### src/rtl/useq_sequencer_pkg.sv
// Shared types and constants for the RVS9 microsequencer: microstate encoding,
// opcode classes and wait-state helper.
package mypack;

   localparam int unsigned OPC_W  = 7;
   localparam int unsigned WCNT_W = 8;

   typedef enum logic [4:0] {
      f0   = 5'd0,
      f1   = 5'd1,
      f2   = 5'd2,
      a0   = 5'd3,
      a1   = 5'd4,
      a2   = 5'd5,
      ai0  = 5'd6,
      ai1  = 5'd7,
      ai2  = 5'd8,
      jr0  = 5'd9,
      lw0  = 5'd10,
      lw1  = 5'd11,
      lw2  = 5'd12,
      lw3  = 5'd13,
      sw0  = 5'd14,
      sw1  = 5'd15,
      sw2  = 5'd16,
      sw3  = 5'd17,
      br0  = 5'd18,
      br1  = 5'd19,
      lui0 = 5'd20,
      jal0 = 5'd21,
      jal1 = 5'd22,
      ill0 = 5'd23
   } uState;

   localparam logic [OPC_W-1:0] OPC_R     = 7'b0110011;
   localparam logic [OPC_W-1:0] OPC_I     = 7'b0010011;
   localparam logic [OPC_W-1:0] OPC_JALR  = 7'b1100111;
   localparam logic [OPC_W-1:0] OPC_LOAD  = 7'b0000011;
   localparam logic [OPC_W-1:0] OPC_STORE = 7'b0100011;
   localparam logic [OPC_W-1:0] OPC_BR    = 7'b1100011;
   localparam logic [OPC_W-1:0] OPC_LUI   = 7'b0110111;
   localparam logic [OPC_W-1:0] OPC_JAL   = 7'b1101111;

   // States that wait on the memory handshake.
   function automatic logic is_wait(input uState s);
      return (s == f1) || (s == lw2) || (s == sw2);
   endfunction

endpackage

### src/rtl/useq_sequencer_dispatch.sv
// Opcode-to-entry-state decode used in the f2 dispatch cycle.
module useq_dispatch
   import mypack::*;
(
   input  logic [OPC_W-1:0] opcode,
   output uState            entry,
   output logic             legal
);

   always_comb begin
      entry = f0;
      legal = 1'b1;
      case (opcode)
         OPC_R:     entry = a0;
         OPC_I:     entry = ai0;
         OPC_JALR:  entry = jr0;
         OPC_LOAD:  entry = lw0;
         OPC_STORE: entry = sw0;
         OPC_BR:    entry = br0;
         OPC_LUI:   entry = lui0;
         OPC_JAL:   entry = jal0;
         default:   legal = 1'b0;
      endcase
   end

endmodule

### src/rtl/useq_sequencer.sv
// RVS9 microsequencer: fetch/dispatch/execute uPC stepping with memory wait
// timeout and retired counter. USEQ_ILLEGAL_TRAP_EN enables the sticky ill0 trap.
module useq_sequencer
   import mypack::*;
#(
   parameter int unsigned WAIT_MAX = 16,
   parameter int unsigned RET_W    = 32
)(
   input  logic             clk,
   input  logic             rst_n,
   input  logic             en,
   input  logic [OPC_W-1:0] opcode,
   input  logic             mem_rdy,
   output uState            uPC,
   output logic             mem_req,
   output logic             instr_done,
   output logic [RET_W-1:0] retired,
   output logic             bus_err,
   output logic             illegal
);

   uState             state_q, state_d;
   logic [WCNT_W-1:0] cnt_q, cnt_d;
   logic [RET_W-1:0]  ret_q, ret_d;
   logic              done_q, done_d;
   logic              berr_q, berr_d;
   uState             disp_entry;
   logic              disp_legal;
   logic              timeout;
   logic              wait_fwd;

   useq_dispatch u_dispatch (
      .opcode (opcode),
      .entry  (disp_entry),
      .legal  (disp_legal)
   );

   assign timeout = (cnt_q == WCNT_W'(WAIT_MAX - 1));

   always_ff @(posedge clk or negedge rst_n) begin
      if (!rst_n) begin
         state_q <= f0;
         cnt_q   <= '0;
         ret_q   <= '0;
         done_q  <= 1'b0;
         berr_q  <= 1'b0;
      end else begin
         state_q <= state_d;
         cnt_q   <= cnt_d;
         ret_q   <= ret_d;
         done_q  <= done_d;
         berr_q  <= berr_d;
      end
   end

   always_comb begin
      state_d  = state_q;
      cnt_d    = cnt_q;
      ret_d    = ret_q;
      done_d   = 1'b0;
      berr_d   = 1'b0;
      wait_fwd = 1'b0;
      if (en) begin
         case (state_q)
            f0:   state_d = f1;
            f2: begin
               if (disp_legal) begin
                  state_d = disp_entry;
               end else begin
`ifdef USEQ_ILLEGAL_TRAP_EN
                  state_d = ill0;
`else
                  state_d = f0;
`endif
               end
            end
            a0:   state_d = a1;
            a1:   state_d = a2;
            ai0:  state_d = ai1;
            ai1:  state_d = ai2;
            lw0:  state_d = lw1;
            lw1:  state_d = lw2;
            sw0:  state_d = sw1;
            sw1:  state_d = sw2;
            br0:  state_d = br1;
            jal0: state_d = jal1;
            f1, lw2, sw2: begin
               // mem_rdy takes priority over the timeout in the same cycle.
               if (mem_rdy) begin
                  wait_fwd = 1'b1;
               end else if (timeout) begin
                  state_d = f0;
                  berr_d  = 1'b1;
               end
               if (wait_fwd) begin
                  case (state_q)
                     f1:      state_d = f2;
                     lw2:     state_d = lw3;
                     default: state_d = sw3;
                  endcase
               end
            end
            a2, ai2, jr0, lw3, sw3, br1, lui0, jal1: begin
               state_d = f0;
               done_d  = 1'b1;
            end
`ifdef USEQ_ILLEGAL_TRAP_EN
            ill0: state_d = ill0;
`endif
            default: state_d = f0;
         endcase

         // Counter restarts on every state change, so entry into a wait state sees 0.
         if (is_wait(state_q) && (state_d == state_q)) begin
            cnt_d = cnt_q + WCNT_W'(1);
         end else begin
            cnt_d = '0;
         end

         if (done_d) begin
            ret_d = ret_q + RET_W'(1);
         end
      end
   end

`ifdef USEQ_ILLEGAL_TRAP_EN
   logic ill_q, ill_d;

   always_ff @(posedge clk or negedge rst_n) begin
      if (!rst_n) begin
         ill_q <= 1'b0;
      end else begin
         ill_q <= ill_d;
      end
   end

   always_comb begin
      ill_d = ill_q;
      if (en) begin
         ill_d = (state_d == ill0);
      end
   end

   assign illegal = ill_q;
`else
   assign illegal = 1'b0;
`endif

   assign uPC        = state_q;
   assign mem_req    = is_wait(state_q);
   assign instr_done = done_q;
   assign retired    = ret_q;
   assign bus_err    = berr_q;

endmodule

### config.mk
export PLATFORM = sky130hd
export DESIGN_NAME = useq_sequencer
export DESIGN_NICKNAME = d
export VERILOG_FILES = /design/src/rtl/useq_sequencer_pkg.sv /design/src/rtl/useq_sequencer_dispatch.sv /design/src/rtl/useq_sequencer.sv
export SDC_FILE = /design/constraint.sdc
export NUM_CORES = 1
export LEC_CHECK = 0
export ABC_AREA = 1
export BUFFER_PORTS_ARGS = -buffer_cell sky130_fd_sc_hd__buf_2
export CAP_MARGIN = 20
export CORE_UTILIZATION = 35
export CTS_BUF_LIST = sky130_fd_sc_hd__clkbuf_16
export DETAILED_ROUTE_END_ITERATION = 10
export REMOVE_ABC_BUFFERS = 1
export SYNTH_ARGS = -nofsm -noshare
export SYNTH_HDL_FRONTEND = slang
export SYNTH_SLANG_ARGS = --single-unit
### constraint.sdc
create_clock -name clk -period 1.9 [get_ports clk]
set_input_delay 0.19 -clock clk [delete_from_list [all_inputs] [get_ports clk]]
set_output_delay 0.19 -clock clk [all_outputs]
set_load 0.02 [all_outputs]
==> Word-level counts from Yosys, hierarchy flattened <==
Cells that the tools add are included.
{ "totals": {"reg_bits": 47, "output_inout_bits": 41, "wordCells": 67} }
{ "op_classes": {"add_sub_neg": 2, "n_eq_ne": 32, "n_mux": 20, "n_reduce_logical": 8} }
{ "op_table": {"columns": ["operator", "n"], "rows": [
  ["one-hot mux 5 bit (13 select lines)", 1],
  ["== test 5 x 4 -> 1 bit, second input constant", 8],
  ["one-hot mux 5 bit (8 select lines)", 1],
  ["== test 5 bit, second input constant", 7],
  ["adder 32 x 1 -> 32 bit, second input constant", 1],
  ["2-to-1 mux 5 bit", 5],
  ["== test 7 x 6 -> 1 bit, second input constant", 3],
  ["== test 7 bit, second input constant", 3],
  ["== test 5 x 3 -> 1 bit, second input constant", 4],
  ["OR reduction 8 bit", 2],
  ["2-to-1 mux 1 bit", 11],
  ["== test 5 x 2 -> 1 bit, second input constant", 2],
  ["one-hot mux 5 bit (2 select lines)", 1],
  ["adder 8 x 1 -> 8 bit, second input constant", 1],
  ["== test 8 x 4 -> 1 bit, second input constant", 1],
  ["2-to-1 mux 8 bit", 1],
  ["== test 7 x 2 -> 1 bit, second input constant", 1],
  ["== test 7 x 5 -> 1 bit, second input constant", 1],
  ["== test 5 x 1 -> 1 bit, second input constant", 1],
  ["== test 5 bit", 1],
  ["zero test 5 bit", 1],
  ["OR reduction 3 bit", 1],
  ["logical OR 1 bit", 2],
  ["AND reduction 2 bit", 1],
  ["logical AND 1 bit", 1]
]} }

==> Depth between registers and ports, before layout <==
Gate-level depths: netlist (run 1).
{ "logic_depth": {"depth_word": 10, "ltp_mapped": 14, "mapped_depth_nobuf": 14} }

==> Modules after synthesis <==
From an unflattened synthesis (run 1), not the netlist that was laid out.
{ "unflattened": {"hier_cells": 455, "area_unflattened_um2": 3264.4} }
{ "by_module_without_submodules": {"columns": ["module", "instances", "cells_each", "area_each_um2"], "rows": [
  ["useq_sequencer", 1, 408, 3052.9],
  ["useq_dispatch", 1, 47, 211.5]
]} }

==> Least setup slack after synthesis (run 1) <==
No wires, ideal clock.
{ "synth_timing": {"path_type": "register to register", "from": "register state_q[3], in the netlist uPC[3]", "to": "register ret_q[25], in the netlist retired[25]", "t_arrival_ns": 1.700, "t_required_ns": 1.779, "setup_slack_ns": 0.079, "path_stages_with_launch": 14, "path_buffers": 1, "period_less_slack_ns": 1.821, "cell_sequence": "dfrtp_1 > buf_6 > nor2_4 > nand2_2 > o21ai_2 > nand2_1 > nand2_2 > nand2_4 > nor2_4 > nand2_4 > nor2_8 > nand4_2 > o21ai_1 > nand2_1"} }
{ "synth_via": {"elab_chain_len": 5, "word_cells_on_any_way": 12, "cone_classes": "eq/ne (8); mux (2); reduce/logical (2)"} }
{ "synth_rtl": {"columns": ["item", "line_no", "text"], "rows": [
  ["from (decl)", "useq_sequencer.sv:22", "uState state_q, state_d;"],
  ["from (signal assigned)", "useq_sequencer.sv:48", "state_q <= state_d;"],
  ["== test 5 x 3 -> 1 bit (tied with other cells)", "useq_sequencer.sv:64", "case (state_q)"],
  ["OR reduction 8 bit *", "useq_sequencer.sv:64", null],
  ["2-to-1 mux 1 bit *", "useq_sequencer.sv:64", null],
  ["2-to-1 mux 1 bit *", "useq_sequencer.sv:63", "if (en) begin"],
  ["AND reduction 2 bit (no source line) *", null, null],
  ["to (signal assigned)", "useq_sequencer.sv:50", "ret_q <= ret_d;"],
  ["to (decl)", "useq_sequencer.sv:24", "logic [RET_W-1:0] ret_q, ret_d;"]
]} }
Every way passes the cells marked *; elsewhere a longest branch is shown, timed or not. The select of a mux whose other input is x is not followed.
A chain may end at the register's enable or synchronous reset.

==> Worst setup path in the final report (run 1) <==
{ "layout_timing": {"from": "register state_q[3], in the netlist uPC[3]", "to": "register cnt_q[4]"} }
{ "layout_via": {"elab_chain_len": 8, "word_cells_on_any_way": 27, "cone_classes": "eq/ne (15); mux (7); reduce/logical (5)"} }
{ "layout_rtl": {"columns": ["item", "line_no", "text"], "rows": [
  ["== test 5 x 4 -> 1 bit (tied with other cells)", "useq_sequencer_pkg.sv:46, useq_sequencer.sv:64, useq_sequencer.sv:96", null],
  ["one-hot mux 5 bit (2 select lines) or 2-to-1 mux 5 bit (tied branches)", "useq_sequencer.sv:96, useq_sequencer.sv:89", null],
  ["2-to-1 mux 5 bit", "useq_sequencer.sv:95", "if (wait_fwd) begin"],
  ["one-hot mux 5 bit (13 select lines)", "useq_sequencer.sv:64", null],
  ["2-to-1 mux 5 bit", "useq_sequencer.sv:63", null],
  ["== test 5 bit", "useq_sequencer.sv:114", "if (is_wait(state_q) && (state_d == state_q)) begin"],
  ["logical AND 1 bit *", "useq_sequencer.sv:114", null],
  ["2-to-1 mux 8 bit *", "useq_sequencer.sv:114", null],
  ["to (signal assigned)", "useq_sequencer.sv:49", "cnt_q <= cnt_d;"],
  ["to (decl)", "useq_sequencer.sv:23", "logic [WCNT_W-1:0] cnt_q, cnt_d;"]
]} }
Marks and branches as above.

==> out/results.md, run 1 <==
Outcome
• run status: completed

Power and ir drop
• Clock power frac: 22.1%
• largest vdd supply drop: 0.000456 V
• power density relative to cell area: 1000 nW/µm²
• switching part of the total: 40.4%
• Internal Pwr Total: 2.28 mW
• net switching power: 1.54 mW
• total power after layout: 3.82 mW
• total leakage power: 1.95 nW
• portion of total power attributed to combinational logic: 43.1%
• fraction of power consumed by sequential logic: 34.8%

Die
• Core Area: 8180 µm²
• starting utilization of the core area: 36.0%
• standard-cell row count: 33
• die span in x: 93.8 µm
• die span in y: 93.8 µm
• top-level I/O count: 52
• area of the die: 8790 µm²

Global routing
• met1 capacity usage during global routing: 21.5%
• global-route usage over all layers: 17.8%
• maximum number of pins on one net before global-route repair: 27
• met3 Usage GRT: 3.80%
• residual overflow from global routing: 0
• number of global-route vias before repair: 2677
• initial antenna violation count: 0
• GRT busiest layer: met2
• met2 usage in global routing: 31.5%
• first-pass GRT wire length: 12200 µm

Worst setup path
• CP Capture Type: register
• critical setup path kind: reg2reg
• Max stage delay on crit path: 450 ps
• largest fanout of any net on the critical path: 8
• standard cell with the maximum stage delay on the critical path: sky130_fd_sc_hd__dfrtp_2
• Worst Path Arrival: 2060 ps
• series of cell instances along the critical path: nor2_4 -> buf_6 -> nand4_1 -> buf_4 -> nor3b_1 -> nand3_1 -> nand2_1 -> nor2_2 -> nand2_4 -> a21oi_2
• startpoint type of the worst setup path: register
• Req. time, crit path: 2120 ps
• setup slack on the worst flop-to-flop path: 60 ps

Placement
• routability-driven placement congestion ratio: 0.883
• Post-DP HPWL: 5700 µm
• IO Port Bufs: 50
• area of placed instances: 3450 µm²

Drt
• antenna violation net count after detailed routing: 0
• Iter 0 DRT Violations: 85
• count of vias placed by the detailed router: 2783
• detail-routed via count per cell: 4.91
• total detailed-routing wirelength: 7540 µm
• DRC violation count after routing: 0
• detail-routed net length per standard cell: 13.3 µm
• Detailed Routing Iterations Pass 1: 6

Clock tree
• clock tree root driver cell: sky130_fd_sc_hd__clkbuf_16
• worst-skew pair later-pin latency: 290 ps
• TritonCTS clock tree: yes
• number of buffers between clock root and the deepest sink: 2
• H-Tree Level Count: 2
• post-CTS clock slew at the launch and capture registers of the worst setup and hold paths: 60 ps
• number of clock sinks seen by CTS: 47
• Inserted Clock Buffers: 5

Timing
• time the worst path needs with I/O delays and setup: 1840 ps
• highest clock rate: 542 MHz
• unrepaired setup endpoints after global routing: yes
• number of max-slew violations in the final report: 0
• number of failing hold endpoints at the final stage: 0
• final setup violating endpoints: 0
• clk_skew: 4.85 ps
• slew of the pin with the lowest slew margin: 532 ps
• max-slew headroom at the worst pin: 64.5%
• final cycle utilization of the critical path: 97.0%

Logic synthesis
• mean area per synthesized cell: 7.88 µm²
• cell area after synthesis: 2950 µm²
• count of distinct cell types in the synthesized netlist: 39
• total of warnings raised by yosys: 0
• flop and latch count out of synthesis: 47
• post-synthesis cell count: 374
• post-synthesis sequential area ratio: 39.9%

Layout
• most common library cell in the layout ignoring fill and taps: sky130_fd_sc_hd__nand2_1
• final net count: 474
• most frequent cells in the layout: 87 x sky130_fd_sc_hd__nand2_1, 50 x sky130_fd_sc_hd__buf_2, 42 x sky130_fd_sc_hd__dfrtp_1
• number of antenna repair diodes: 0
• synthesis-to-layout area growth: 29.7%
• final design instance area without fill: 3820 µm²
• share of post-route cells with drive strength above 1: 31.2%

Run
• Max-Cap Viols: 0

Hold path
• HP Class: in2reg

[cell usage after synthesis, drive strengths merged]
library cell | count | area, µm²
a31oi | 1 | 6.26
xnor2 | 13 | 114
a21oi | 7 | 35.0
nor3 | 10 | 61.3
nor3b | 3 | 22.5
ha | 2 | 25.0
a41oi | 1 | 8.76
o2111a | 1 | 11.3
dfrtp | 47 | 1180
nor2 | 50 | 239
nand3 | 33 | 205
or2 | 1 | 6.26
o21ai | 12 | 63.8
and2 | 1 | 6.26
clkbuf | 1 | 3.75
o211ai | 1 | 7.51
buf | 6 | 47.5
xor2 | 22 | 193
nand2 | 94 | 378
inv | 39 | 146
nand4 | 22 | 144
nand3b | 2 | 15.0
nor4 | 3 | 18.8
conb | 1 | 3.75
o31a | 1 | 8.76
[state kept, by name (all words and copies together), names as in the netlist]
signal,count
cnt_q,8
retired,32
instr_done,1
uPC,5
bus_err,1
[per-layer routing]
metal | vias to the layer above | share of wire (%)
li1 | 1392 | -
met1 | 1324 | 45
met2 | 63 | 51
met3 | 4 | 4.2
met4 | 0 | 0.58
met5 | - | 0
[through the flow]
step,worst slack [ps],utilization [%],TNS [ps],hold WS (ps),instances
floorplan,49.2,-,0,-106,367
global placement,-55.3,42.2,-313,196,543
detailed placement,-79.1,42.2,-507,194,543
CTS,14.5,44.3,0,275,554
global route,-90.3,46.8,-762,337,567
finish,56.6,46.8,0,304,567
[logic make-up after synthesis]
family	after synthesis	share of synthesized area, %
other cells	1	0.127
compound gates	24	4.80
buf+inv	46	6.71
fa+ha+maj	2	0.849
xor+xnor	35	10.4
simple gates	219	37.2
flops	47	39.9
[power groups by stage]
stage	clock network (mW)	logic [mW]	registers [mW]
4_1_cts	0.878	1.44	1.32
5_1_grt	0.920	1.82	1.35
3_3_place_gp	0	1.39	1.33
2_1_floorplan	0	0.742	1.48
3_5_place_dp	0	1.40	1.34
6_report	0.846	1.65	1.33
[worst paths after layout]
check	endpoint	cells after the start	startpoint
max	cnt_q[4]	10	uPC[3]
min	uPC[1]	4	opcode[6]
max reg2reg	cnt_q[4]	10	uPC[3]
min reg2reg	retired[3]	1	retired[3]
max in group asynchronous	uPC[0]	3	rst_n
min in group asynchronous	retired[30]	2	rst_n
[critical path, delay by kind of cell, from the launching register on]
| kind | cells | cell delay [ps] |
|---|---|---|
| simple gates | 7 | 850 |
| compound gates | 1 | 150 |
| buf+inv | 2 | 300 |
| flops | 1 | 450 |
[what timing repair did]
| item | 4_1_cts | 5_1_grt |
|---|---|---|
| setup endpoints to repair | 9 | 15 |
| gates resized for setup | 4 | 29 |
| buffers inserted | 2 | 13 |
| endpoints found under the hold margin | 21 | 0 |
| pin swaps | 0 | 23 |
| hold buffers | 1 | 0 |
[area by class of cell]
type                       instances  area, µm²
clock buffer                       5        125
clock inverter                     3       15.0
fill                             828       4350
inverter                          39        146
multi-input combinational        281       1680
sequential                        47       1180
tap                              105        131
timing repair buffer              87        547
Power figures use the tool's default switching activity.
==> run 2, diff against run 1 <==
MAX_ROUTING_LAYER = met4   (was not set)
PLACE_DENSITY = 0.63   (was not set)
==> run 2 against run 1 <==
  * The run now ends with design-rule violations left
  * Non-clock buffer count shrank 1
  * Clock-buffer cell count is the same
  * Via count shrank 0.22%
  * Clock skew grew 4.2 ps
  * Critical endpoint is now retired[20]
==> out/results.md, run 2 (same netlist as run 1, synthesis figures left out) <==
Outcome
• run status: finished, violations left
• failing checks: design-rule violations

Layout
• final core occ: 46.8%
• final net count: 473
• synthesis-to-layout area growth: 29.8%
• most frequent cells in the layout: 88 x sky130_fd_sc_hd__nand2_1, 50 x sky130_fd_sc_hd__buf_2, 42 x sky130_fd_sc_hd__dfrtp_1
• fill count: 812
• share of post-route cells with drive strength above 1: 30.0%
• count of non-filler cells in the finished layout: 565
• most common library cell in the layout ignoring fill and taps: sky130_fd_sc_hd__nand2_1
• flip-flop count of the largest register, all copies and words added: 32
• number of antenna repair diodes: 0
• final design instance area without fill: 3820 µm²

Power and ir drop
• Clock power frac: 25.6%
• switching part of the total: 38.9%
• portion of total power attributed to combinational logic: 39.4%
• power density relative to cell area: 991 nW/µm²
• fraction of power consumed by sequential logic: 35.0%
• total power after layout: 3.79 mW
• total leakage power: 1.96 nW
• net switching power: 1.47 mW
• Internal Pwr Total: 2.32 mW
• largest vdd supply drop: 0.000386 V

Clock tree
• worst-skew pair later-pin latency: 290 ps
• number of buffers between clock root and the deepest sink: 2
• number of clock sinks seen by CTS: 47
• H-Tree Level Count: 2
• TritonCTS clock tree: yes
• Inserted Clock Buffers: 5
• clock tree root driver cell: sky130_fd_sc_hd__clkbuf_16
• post-CTS clock slew at the launch and capture registers of the worst setup and hold paths: 60 ps

Timing
• Setup TNS: 0 ps
• final setup violating endpoints: 0
• highest clock rate: 537 MHz
• time the worst path needs with I/O delays and setup: 1860 ps
• clk_skew: 9.05 ps
• max-slew headroom at the worst pin: 64.9%
• final worst slack: 36.4 ps
• unrepaired setup endpoints after global routing: yes
• number of failing hold endpoints at the final stage: 0
• number of max-slew violations in the final report: 0
• worst hold slack: 246 ps
• final cycle utilization of the critical path: 98.1%
• slew of the pin with the lowest slew margin: 526 ps

Worst setup path
• startpoint of the lowest-slack register-to-register path: uPC[3]
• CP Capture Type: register
• critical setup path kind: reg2reg
• largest fanout of any net on the critical path: 8
• Req. time, crit path: 2080 ps
• beginning of the critical path: uPC[3]
• startpoint type of the worst setup path: register
• Worst Path Arrival: 2040 ps

Run
• Max-Cap Viols: 0

Placement
• Post-DP HPWL: 5550 µm
• Placement Setup Slack: 33.3 ps
• total placed cells including tap cells: 544
• IO Port Bufs: 50
• area of placed instances: 3450 µm²
• routability-driven placement congestion ratio: 0.883

Global routing
• maximum number of pins on one net before global-route repair: 27
• first-pass GRT wire length: 11900 µm
• residual overflow from global routing: 0
• global-route usage over all layers: 17.4%
• number of global-route vias before repair: 2606
• initial antenna violation count: 0

Hold path
• HP Class: in2reg
• hold_sp: en

Die
• area of the die: 8790 µm²
• die span in y: 93.8 µm
• top-level I/O count: 52
• Core Area: 8180 µm²
• die span in x: 93.8 µm
• starting utilization of the core area: 36.0%
• standard-cell row count: 33

Drt
• detail-routed via count per cell: 4.92
• count of vias placed by the detailed router: 2777
• DRC violation count after routing: 1
• total detailed-routing wirelength: 7230 µm
• antenna violation net count after detailed routing: 0
• Iter 0 DRT Violations: 218
• detail-routed net length per standard cell: 12.8 µm
• Detailed Routing Iterations Pass 1: 7

-- run 2: area by class of cell --
type	instances	area (µm²)	share of cell area, %
multi-input combinational	281	1670	43.7
clock inverter	2	33.8	0.883
inverter	39	146	3.83
sequential	47	1180	30.9
tap	105	131	3.43
timing repair buffer	86	536	14.0
clock buffer	5	125	3.27
-- run 2: worst max-delay path: stages, from the launching register on --
cell and delay (ps):
sky130_fd_sc_hd__dfrtp_2 450, sky130_fd_sc_hd__nor2_4 220, sky130_fd_sc_hd__nand2_2 70, sky130_fd_sc_hd__o21ai_2 50, sky130_fd_sc_hd__nand2_1 70, sky130_fd_sc_hd__nand2_2 70
sky130_fd_sc_hd__nand2_4 90, sky130_fd_sc_hd__nor2_4 150, sky130_fd_sc_hd__nand3_4 100, sky130_fd_sc_hd__nor2_4 200, sky130_fd_sc_hd__nand3_4 110, sky130_fd_sc_hd__o21ai_1 120
sky130_fd_sc_hd__nand2_1 60
-- run 2: path summary, 6_finish.rpt --
check / end / slack, ps / depth (start not counted)
max: retired[20] / 40 / 12
min: cnt_q[4] / 250 / 2
max reg2reg: retired[20] / 40 / 12
min reg2reg: retired[3] / 490 / 1
max in group asynchronous: uPC[4] / 960 / 3
min in group asynchronous: retired[31] / 410 / 2
-- run 2: repair_timing --
action / CTS / global route
hold endpoints to repair: 21 / 0
setup endpoints to repair: 0 / 19
buffers inserted: 0 / 13
resized for setup: 0 / 27
hold buffers: 1 / 0
-- run 2: power groups by stage --
stage               combinational, mW  sequential, mW  clock (mW)
floorplan                       0.742            1.48           0
global placement                 1.40            1.33           0
detailed placement               1.39            1.33           0
CTS                              1.40            1.31       0.988
global route                     1.66            1.35        1.02
finish                           1.49            1.33       0.968
-- run 2: routing by layer --
metal / GRT usage [%] / up-vias / part of all wire (%)
li1: - / 1392 / -
met1: 22.0 / 1324 / 46
met2: 29.1 / 57 / 50
met3: 3.24 / 4 / 3.9
met4: 3.72 / 0 / 0.58
met5: - / - / 0
